### config.mk
export PLATFORM = sky130hd
export DESIGN_NAME = hazard_ctrl_flat
export DESIGN_NICKNAME = d
export VERILOG_FILES = /design/src/rtl/hazard_ctrl_if.sv /design/src/rtl/hazard_ctrl.sv /design/src/flat_wrapper.sv
export SDC_FILE = /design/constraint.sdc
export NUM_CORES = 1
export LEC_CHECK = 0
export BUFFER_PORTS_ARGS = -buffer_cell sky130_fd_sc_hd__buf_2
export CORE_AREA = 10 10 58 60
export DETAILED_ROUTE_END_ITERATION = 12
export DIE_AREA = 0 0 68 70
export PLACE_DENSITY_LB_ADDON = 0.12
export SLEW_MARGIN = 10
export SYNTH_ARGS = -nofsm -noshare
export SYNTH_HDL_FRONTEND = slang
export SYNTH_SLANG_ARGS = --single-unit
### constraint.sdc
create_clock -name clk -period 3.3 [get_ports clk]
set_clock_uncertainty 0.05 [all_clocks]
set_input_delay 0.99 -clock clk [delete_from_list [all_inputs] [get_ports clk]]
set_output_delay 0.99 -clock clk [all_outputs]
set_load 0.01 [all_outputs]
### src/rtl/hazard_ctrl_if.sv
// Pipeline-side hazard signals: register indices, write-backs and memory
// handshake in; stage stall/flush controls and forwarding selects out.
interface hazard_ctrl_if;
    logic       trigger;
    logic [4:0] rs1D;
    logic [4:0] rs2D;
    logic [4:0] rs1E;
    logic [4:0] rs2E;
    logic [4:0] rdE;
    logic       loadE;
    logic       pcsrcE;
    logic       regwriteM;
    logic [4:0] rdM;
    logic       regwriteW;
    logic [4:0] rdW;
    logic       mem_req_M;
    logic       mem_ready;
    logic       stallF;
    logic       stallD;
    logic       stallE;
    logic       stallM;
    logic       flushD;
    logic       flushE;
    logic       flushW;
    logic [1:0] forwardAE;
    logic [1:0] forwardBE;
    logic       mem_err;

    // Pipeline datapath side.
    modport master (
        output trigger, rs1D, rs2D, rs1E, rs2E, rdE, loadE, pcsrcE,
               regwriteM, rdM, regwriteW, rdW, mem_req_M, mem_ready,
        input  stallF, stallD, stallE, stallM, flushD, flushE, flushW,
               forwardAE, forwardBE, mem_err
    );

    // Hazard controller side.
    modport slave (
        input  trigger, rs1D, rs2D, rs1E, rs2E, rdE, loadE, pcsrcE,
               regwriteM, rdM, regwriteW, rdW, mem_req_M, mem_ready,
        output stallF, stallD, stallE, stallM, flushD, flushE, flushW,
               forwardAE, forwardBE, mem_err
    );
endinterface

### src/rtl/hazard_ctrl.sv
// Hazard controller for the 5-stage core: start-up hold, memory-wait freeze,
// branch flush, load-use bubble and EX forwarding.
// Optional performance counters are enabled by defining HAZARD_PERF_CNT_EN.
module hazard_ctrl #(
    parameter int WIDTH       = 32,
    parameter int MEM_TIMEOUT = 16
) (
    input  logic             clk,
    input  logic             rst,
`ifdef HAZARD_PERF_CNT_EN
    output logic [WIDTH-1:0] stall_cnt,
    output logic [WIDTH-1:0] flush_cnt,
`endif
    hazard_ctrl_if.slave     hz
);

    localparam int CNT_W = $clog2(MEM_TIMEOUT + 1);

    if (MEM_TIMEOUT < 1 || WIDTH < 1) begin : g_param_check
        $error("hazard_ctrl: MEM_TIMEOUT and WIDTH must both be >= 1");
    end

    typedef enum logic [1:0] {
        WAIT_TRIG = 2'd0,
        RUN       = 2'd1,
        MEM_WAIT  = 2'd2
    } state_t;

    state_t           r_state;
    logic [CNT_W-1:0] r_wait_cnt;
    logic             r_mem_err;

    logic             w_busy;
    logic             w_load_use;
    logic             w_advance;
    logic [CNT_W-1:0] w_wait_inc;
    logic             w_timeout;
    logic             w_stallF;
    logic             w_stallD;
    logic             w_stallE;
    logic             w_stallM;
    logic             w_flushD;
    logic             w_flushE;
    logic             w_flushW;

    assign w_busy     = hz.mem_req_M & ~hz.mem_ready;
    assign w_load_use = hz.loadE & (hz.rdE != 5'd0) &
                        ((hz.rdE == hz.rs1D) | (hz.rdE == hz.rs2D));
    // Cycles where the pipeline is free to move: branch/load-use apply here.
    assign w_advance  = ((r_state == RUN) & ~w_busy) |
                        ((r_state == MEM_WAIT) & hz.mem_ready);
    // The counter tracks consecutive busy cycles, the first RUN cycle included.
    assign w_wait_inc = r_wait_cnt + CNT_W'(1);
    assign w_timeout  = (w_wait_inc == CNT_W'(MEM_TIMEOUT));

    always_comb begin
        w_stallF = 1'b0;
        w_stallD = 1'b0;
        w_stallE = 1'b0;
        w_stallM = 1'b0;
        w_flushD = 1'b0;
        w_flushE = 1'b0;
        w_flushW = 1'b0;
        if (r_state == RUN || r_state == MEM_WAIT) begin
            if (w_advance) begin
                if (hz.pcsrcE) begin
                    w_flushD = 1'b1;
                    w_flushE = 1'b1;
                end else if (w_load_use) begin
                    w_stallF = 1'b1;
                    w_stallD = 1'b1;
                    w_flushE = 1'b1;
                end
            end else begin
                w_stallF = 1'b1;
                w_stallD = 1'b1;
                w_stallE = 1'b1;
                w_stallM = 1'b1;
                w_flushW = 1'b1;
            end
        end else begin
            w_stallF = 1'b1;
            w_flushD = 1'b1;
            w_flushE = 1'b1;
        end
    end

    always_ff @(posedge clk) begin
        if (!rst) begin
            r_state    <= WAIT_TRIG;
            r_wait_cnt <= '0;
            r_mem_err  <= 1'b0;
        end else begin
            case (r_state)
                WAIT_TRIG: begin
                    r_wait_cnt <= '0;
                    if (hz.trigger) r_state <= RUN;
                end
                RUN, MEM_WAIT: begin
                    if (!w_busy) begin
                        r_state    <= RUN;
                        r_wait_cnt <= '0;
                    end else if (w_timeout) begin
                        // Abandon the access; the pipeline resumes in RUN.
                        r_state    <= RUN;
                        r_wait_cnt <= '0;
                        r_mem_err  <= 1'b1;
                    end else begin
                        r_state    <= MEM_WAIT;
                        r_wait_cnt <= w_wait_inc;
                    end
                end
                default: begin
                    r_state    <= WAIT_TRIG;
                    r_wait_cnt <= '0;
                end
            endcase
        end
    end

    logic [4:0] w_rs_e [2];
    logic [1:0] w_fwd  [2];

    assign w_rs_e[0] = hz.rs1E;
    assign w_rs_e[1] = hz.rs2E;

    // M-stage result is younger than W-stage, so it wins on a double match.
    for (genvar gi = 0; gi < 2; gi++) begin : g_fwd
        assign w_fwd[gi] =
            ((w_rs_e[gi] != 5'd0) && hz.regwriteM && (hz.rdM == w_rs_e[gi])) ? 2'b10 :
            ((w_rs_e[gi] != 5'd0) && hz.regwriteW && (hz.rdW == w_rs_e[gi])) ? 2'b01 :
                                                                                2'b00;
    end

    assign hz.stallF    = w_stallF;
    assign hz.stallD    = w_stallD;
    assign hz.stallE    = w_stallE;
    assign hz.stallM    = w_stallM;
    assign hz.flushD    = w_flushD;
    assign hz.flushE    = w_flushE;
    assign hz.flushW    = w_flushW;
    assign hz.forwardAE = w_fwd[0];
    assign hz.forwardBE = w_fwd[1];
    assign hz.mem_err   = r_mem_err;

`ifdef HAZARD_PERF_CNT_EN
    logic [WIDTH-1:0] r_stall_cnt;
    logic [WIDTH-1:0] r_flush_cnt;
    logic             w_stall_evt;
    logic             w_flush_br;

    assign w_stall_evt = w_stallF & ((r_state == RUN) | (r_state == MEM_WAIT));
    assign w_flush_br  = w_advance & hz.pcsrcE;

    always_ff @(posedge clk) begin
        if (!rst) begin
            r_stall_cnt <= '0;
            r_flush_cnt <= '0;
        end else begin
            if (w_stall_evt) r_stall_cnt <= r_stall_cnt + WIDTH'(1);
            if (w_flush_br)  r_flush_cnt <= r_flush_cnt + WIDTH'(1);
        end
    end

    assign stall_cnt = r_stall_cnt;
    assign flush_cnt = r_flush_cnt;
`endif

endmodule
### src/flat_wrapper.sv
// flat-port wrapper written by rule: the top's interface ports become plain ports
module hazard_ctrl_flat 
#(
    parameter int WIDTH       = 32,
    parameter int MEM_TIMEOUT = 16
)
  (clk, rst, hz_trigger, hz_rs1D, hz_rs2D, hz_rs1E, hz_rs2E, hz_rdE, hz_loadE, hz_pcsrcE, hz_regwriteM, hz_rdM, hz_regwriteW, hz_rdW, hz_mem_req_M, hz_mem_ready, hz_stallF, hz_stallD, hz_stallE, hz_stallM, hz_flushD, hz_flushE, hz_flushW, hz_forwardAE, hz_forwardBE, hz_mem_err);
  hazard_ctrl_if hz_i ();
  input  logic clk;
  input  logic rst;
  input wire logic [$bits(hz_i.trigger)-1:0] hz_trigger;
  input wire logic [$bits(hz_i.rs1D)-1:0] hz_rs1D;
  input wire logic [$bits(hz_i.rs2D)-1:0] hz_rs2D;
  input wire logic [$bits(hz_i.rs1E)-1:0] hz_rs1E;
  input wire logic [$bits(hz_i.rs2E)-1:0] hz_rs2E;
  input wire logic [$bits(hz_i.rdE)-1:0] hz_rdE;
  input wire logic [$bits(hz_i.loadE)-1:0] hz_loadE;
  input wire logic [$bits(hz_i.pcsrcE)-1:0] hz_pcsrcE;
  input wire logic [$bits(hz_i.regwriteM)-1:0] hz_regwriteM;
  input wire logic [$bits(hz_i.rdM)-1:0] hz_rdM;
  input wire logic [$bits(hz_i.regwriteW)-1:0] hz_regwriteW;
  input wire logic [$bits(hz_i.rdW)-1:0] hz_rdW;
  input wire logic [$bits(hz_i.mem_req_M)-1:0] hz_mem_req_M;
  input wire logic [$bits(hz_i.mem_ready)-1:0] hz_mem_ready;
  output wire logic [$bits(hz_i.stallF)-1:0] hz_stallF;
  output wire logic [$bits(hz_i.stallD)-1:0] hz_stallD;
  output wire logic [$bits(hz_i.stallE)-1:0] hz_stallE;
  output wire logic [$bits(hz_i.stallM)-1:0] hz_stallM;
  output wire logic [$bits(hz_i.flushD)-1:0] hz_flushD;
  output wire logic [$bits(hz_i.flushE)-1:0] hz_flushE;
  output wire logic [$bits(hz_i.flushW)-1:0] hz_flushW;
  output wire logic [$bits(hz_i.forwardAE)-1:0] hz_forwardAE;
  output wire logic [$bits(hz_i.forwardBE)-1:0] hz_forwardBE;
  output wire logic [$bits(hz_i.mem_err)-1:0] hz_mem_err;
  assign hz_i.trigger = hz_trigger;
  assign hz_i.rs1D = hz_rs1D;
  assign hz_i.rs2D = hz_rs2D;
  assign hz_i.rs1E = hz_rs1E;
  assign hz_i.rs2E = hz_rs2E;
  assign hz_i.rdE = hz_rdE;
  assign hz_i.loadE = hz_loadE;
  assign hz_i.pcsrcE = hz_pcsrcE;
  assign hz_i.regwriteM = hz_regwriteM;
  assign hz_i.rdM = hz_rdM;
  assign hz_i.regwriteW = hz_regwriteW;
  assign hz_i.rdW = hz_rdW;
  assign hz_i.mem_req_M = hz_mem_req_M;
  assign hz_i.mem_ready = hz_mem_ready;
  assign hz_stallF = hz_i.stallF;
  assign hz_stallD = hz_i.stallD;
  assign hz_stallE = hz_i.stallE;
  assign hz_stallM = hz_i.stallM;
  assign hz_flushD = hz_i.flushD;
  assign hz_flushE = hz_i.flushE;
  assign hz_flushW = hz_i.flushW;
  assign hz_forwardAE = hz_i.forwardAE;
  assign hz_forwardBE = hz_i.forwardBE;
  assign hz_mem_err = hz_i.mem_err;
  hazard_ctrl #(.WIDTH(WIDTH), .MEM_TIMEOUT(MEM_TIMEOUT)) u_core (.clk(clk), .rst(rst), .hz(hz_i));
endmodule
==> metrics.cfg <==
[cts]
cts_max_level = 1
insertion_delay_ns = 0.26
cts.path.max_buffers = 2
cts_tree = built
clock-sinks = 8
clk_pin_slew_ns = 0.06
cts-root-buf = clkbuf_4
numCtsBuffers = 3

[sta]
slew_violations = 0
fin_ws_ns = 0.01437
setup_viol = 0
fmax_ghz = 0.3044
rsz0062_at_grt = yes
worst_slew_pin_slew_ns = 0.5401
finalHoldViolCount = 0
fin_crit_ns = 3.286
slew_headroom_pct = 63.61
finalCritPeriodShare_pct = 99.56

[layout]
final_common_cell = buf_2
drive_gt1_share_pct = 41.86
multiInputGateArea_um2 = 749.5
n_fill_cell = 233
register_area_um2 = 160.2
diodes = 0
fin_util_pct = 55.50
layout.nets = 224
area_growth_pct = 40.03
layout_common_cells = 54 x buf_2, 17 x xnor2_1, 16 x xor2_1

[setup_path]
endpoint_kind = primary output
cp.required_ns = 2.26
crit_path_start_kind = primary input
setup.worst_path.class = primary input to primary output
cp_max_fo = 3
arrival_ns = 2.25

[floorplanning]
dieArea_um2 = 4760
initial_utilization_pct = 39.64
core-area_um2 = 2342
fp.dieW_um = 68
rows = 18
dieHeight_um = 70
boundaryPins = 56

[drt]
via_count = 957
maxUsedRoutingLayer = met4
routed_via_density = 4.738
wl_met1_um = 1059
wl_met2_um = 1238
avgRoutedWirePerCell_um = 12.23
antenna_left = 0
drc = 0
dr_wl_met3_um = 164
routed_wl_um = 2471
drt_iter0_markers = 30
drt_first_pass_iters = 3

[grt]
antenna_found_initial = 0
grt_pass1_wl_um = 4284
grt_pass1_vias = 1088
grt_max_degree = 7
grt_usage_pct = 10.79
grt-ovfl-total = 0

[synthesis]
yosysSeqAreaShare_pct = 17.25
synth_async_sr_flop_share_pct = 0
syn_area_um2 = 928.4
ys_warn_count = 0
synth_area_per_cell_um2 = 8.289
synth-edff-count = 0
syn_inst = 112
synth_cell_type_count = 30
ys_ff_latch = 8
syn-num-nets = 162
synthFlopType = dfxtp_1

[placement]
hpwlAfterDp_um = 2273
gp_congestion = 0.8147
dp_slack_ns = 0.02260
placement.io_buffers = 55

[min_path]
hold_class = flip-flop to flip-flop

[power]
cellLeakagePower_nw = 0.5918
ir_drop_uv = 171.8
p_per_area_nw_per_um2 = 238.6

[job]
cap_violations = 0

[status]
outcome = finished, final reports clean

## worst paths after layout
kind,startpoint,slack (ns),end,cells after the start
min reg2reg,u_core.hz.mem_err,0.40,u_core.hz.mem_err,2
max,hz_rs2E[3],0.01,hz_forwardBE[0],6
min,u_core.hz.mem_err,0.40,u_core.hz.mem_err,2
max reg2reg,u_core.r_state[0],1.74,u_core.r_state[1],6
## report_power, final
group	internal, mW	switching (mW)
logic	0.0670	0.0662
clock network	0.0417	0.0340
registers	0.0987	0.00250
## registers in the layout, summed over array words and instances, names as in the netlist
| signal | count |
|---|---|
| u_core.r_state | 2 |
| u_core.r_wait_cnt | 5 |
| u_core.hz.mem_err | 1 |
## per-stage QoR
step | TNS [ns] | hold WS [ns] | power (mW) | std cells | instance area, µm²
after floorplan | 0 | 0.3906 | 0.1740 | 112 | 928.4
after global placement | 0 | 0.3817 | 0.2297 | 198 | 1249
after detailed placement | 0 | 0.3963 | 0.2328 | 198 | 1249
after CTS | 0 | 0.4101 | 0.3094 | 201 | 1271
after global routing | -0.03093 | 0.4399 | 0.3342 | 202 | 1300
final | 0 | 0.4023 | 0.3102 | 202 | 1300
## Yosys cell counts (2+ instances only)
cell type  count  area share, %
nor2b_1        2            1.3
nand2b_1       2            1.3
nor3_1         3            1.6
or4_4          2            2.4
nand2_1        8            3.2
and2_1         2            1.3
buf_4          2            1.6
xor2_1        16             15
inv_1          5            2.0
nand4_1        4            2.7
nand4b_1       2            1.9
o21ai_1        2            1.1
nand3_1        2            1.1
nor2_1         7            2.8
xnor2_1       17             16
dfxtp_1        8             17
o21ai_0        6            3.2
nor2_4         2            2.4
ha_1           6            8.1
nor4_2         4            5.4
## worst max-delay path, stage by stage
cell and delay [ns]:
buf_2 0.13, or4_4 0.53, nor2_4 0.13, nor4_2 0.06
nor4_2 0.23, buf_2 0.17
## layout make-up
cell class | count | area share (%)
timing repair buffer | 59 | 23.97
clock buffer | 3 | 1.732
tap | 30 | 2.887
inverter | 5 | 1.444
multi-input combinational | 97 | 57.65
sequential | 8 | 12.32
## kinds of logic after synthesis
group,synth area share (%)
DFF,17.25
and+or+nand+nor,29.92
muxes,1.078
AOI/OAI and AO/OA,8.896
xor gates and xnor gates,31.13
buffers and inverters,3.639
adders and majority gates,8.086
## per-layer routing
metal / global-route usage (%) / vias up
li1: - / 507
met1: 12.22 / 415
met3: 4.147 / 2
met4: 2.013 / 0
met2: 18.43 / 33
met5: 0 / -
## timing repair
action / in CTS / in global routing
hold buffers: 0 / 0
buffers inserted: 0 / 1
endpoints found under the setup margin: 0 / 5
hold endpoints to repair: 0 / 0
resized for setup: 0 / 5
(Power assumes the default switching activity.)
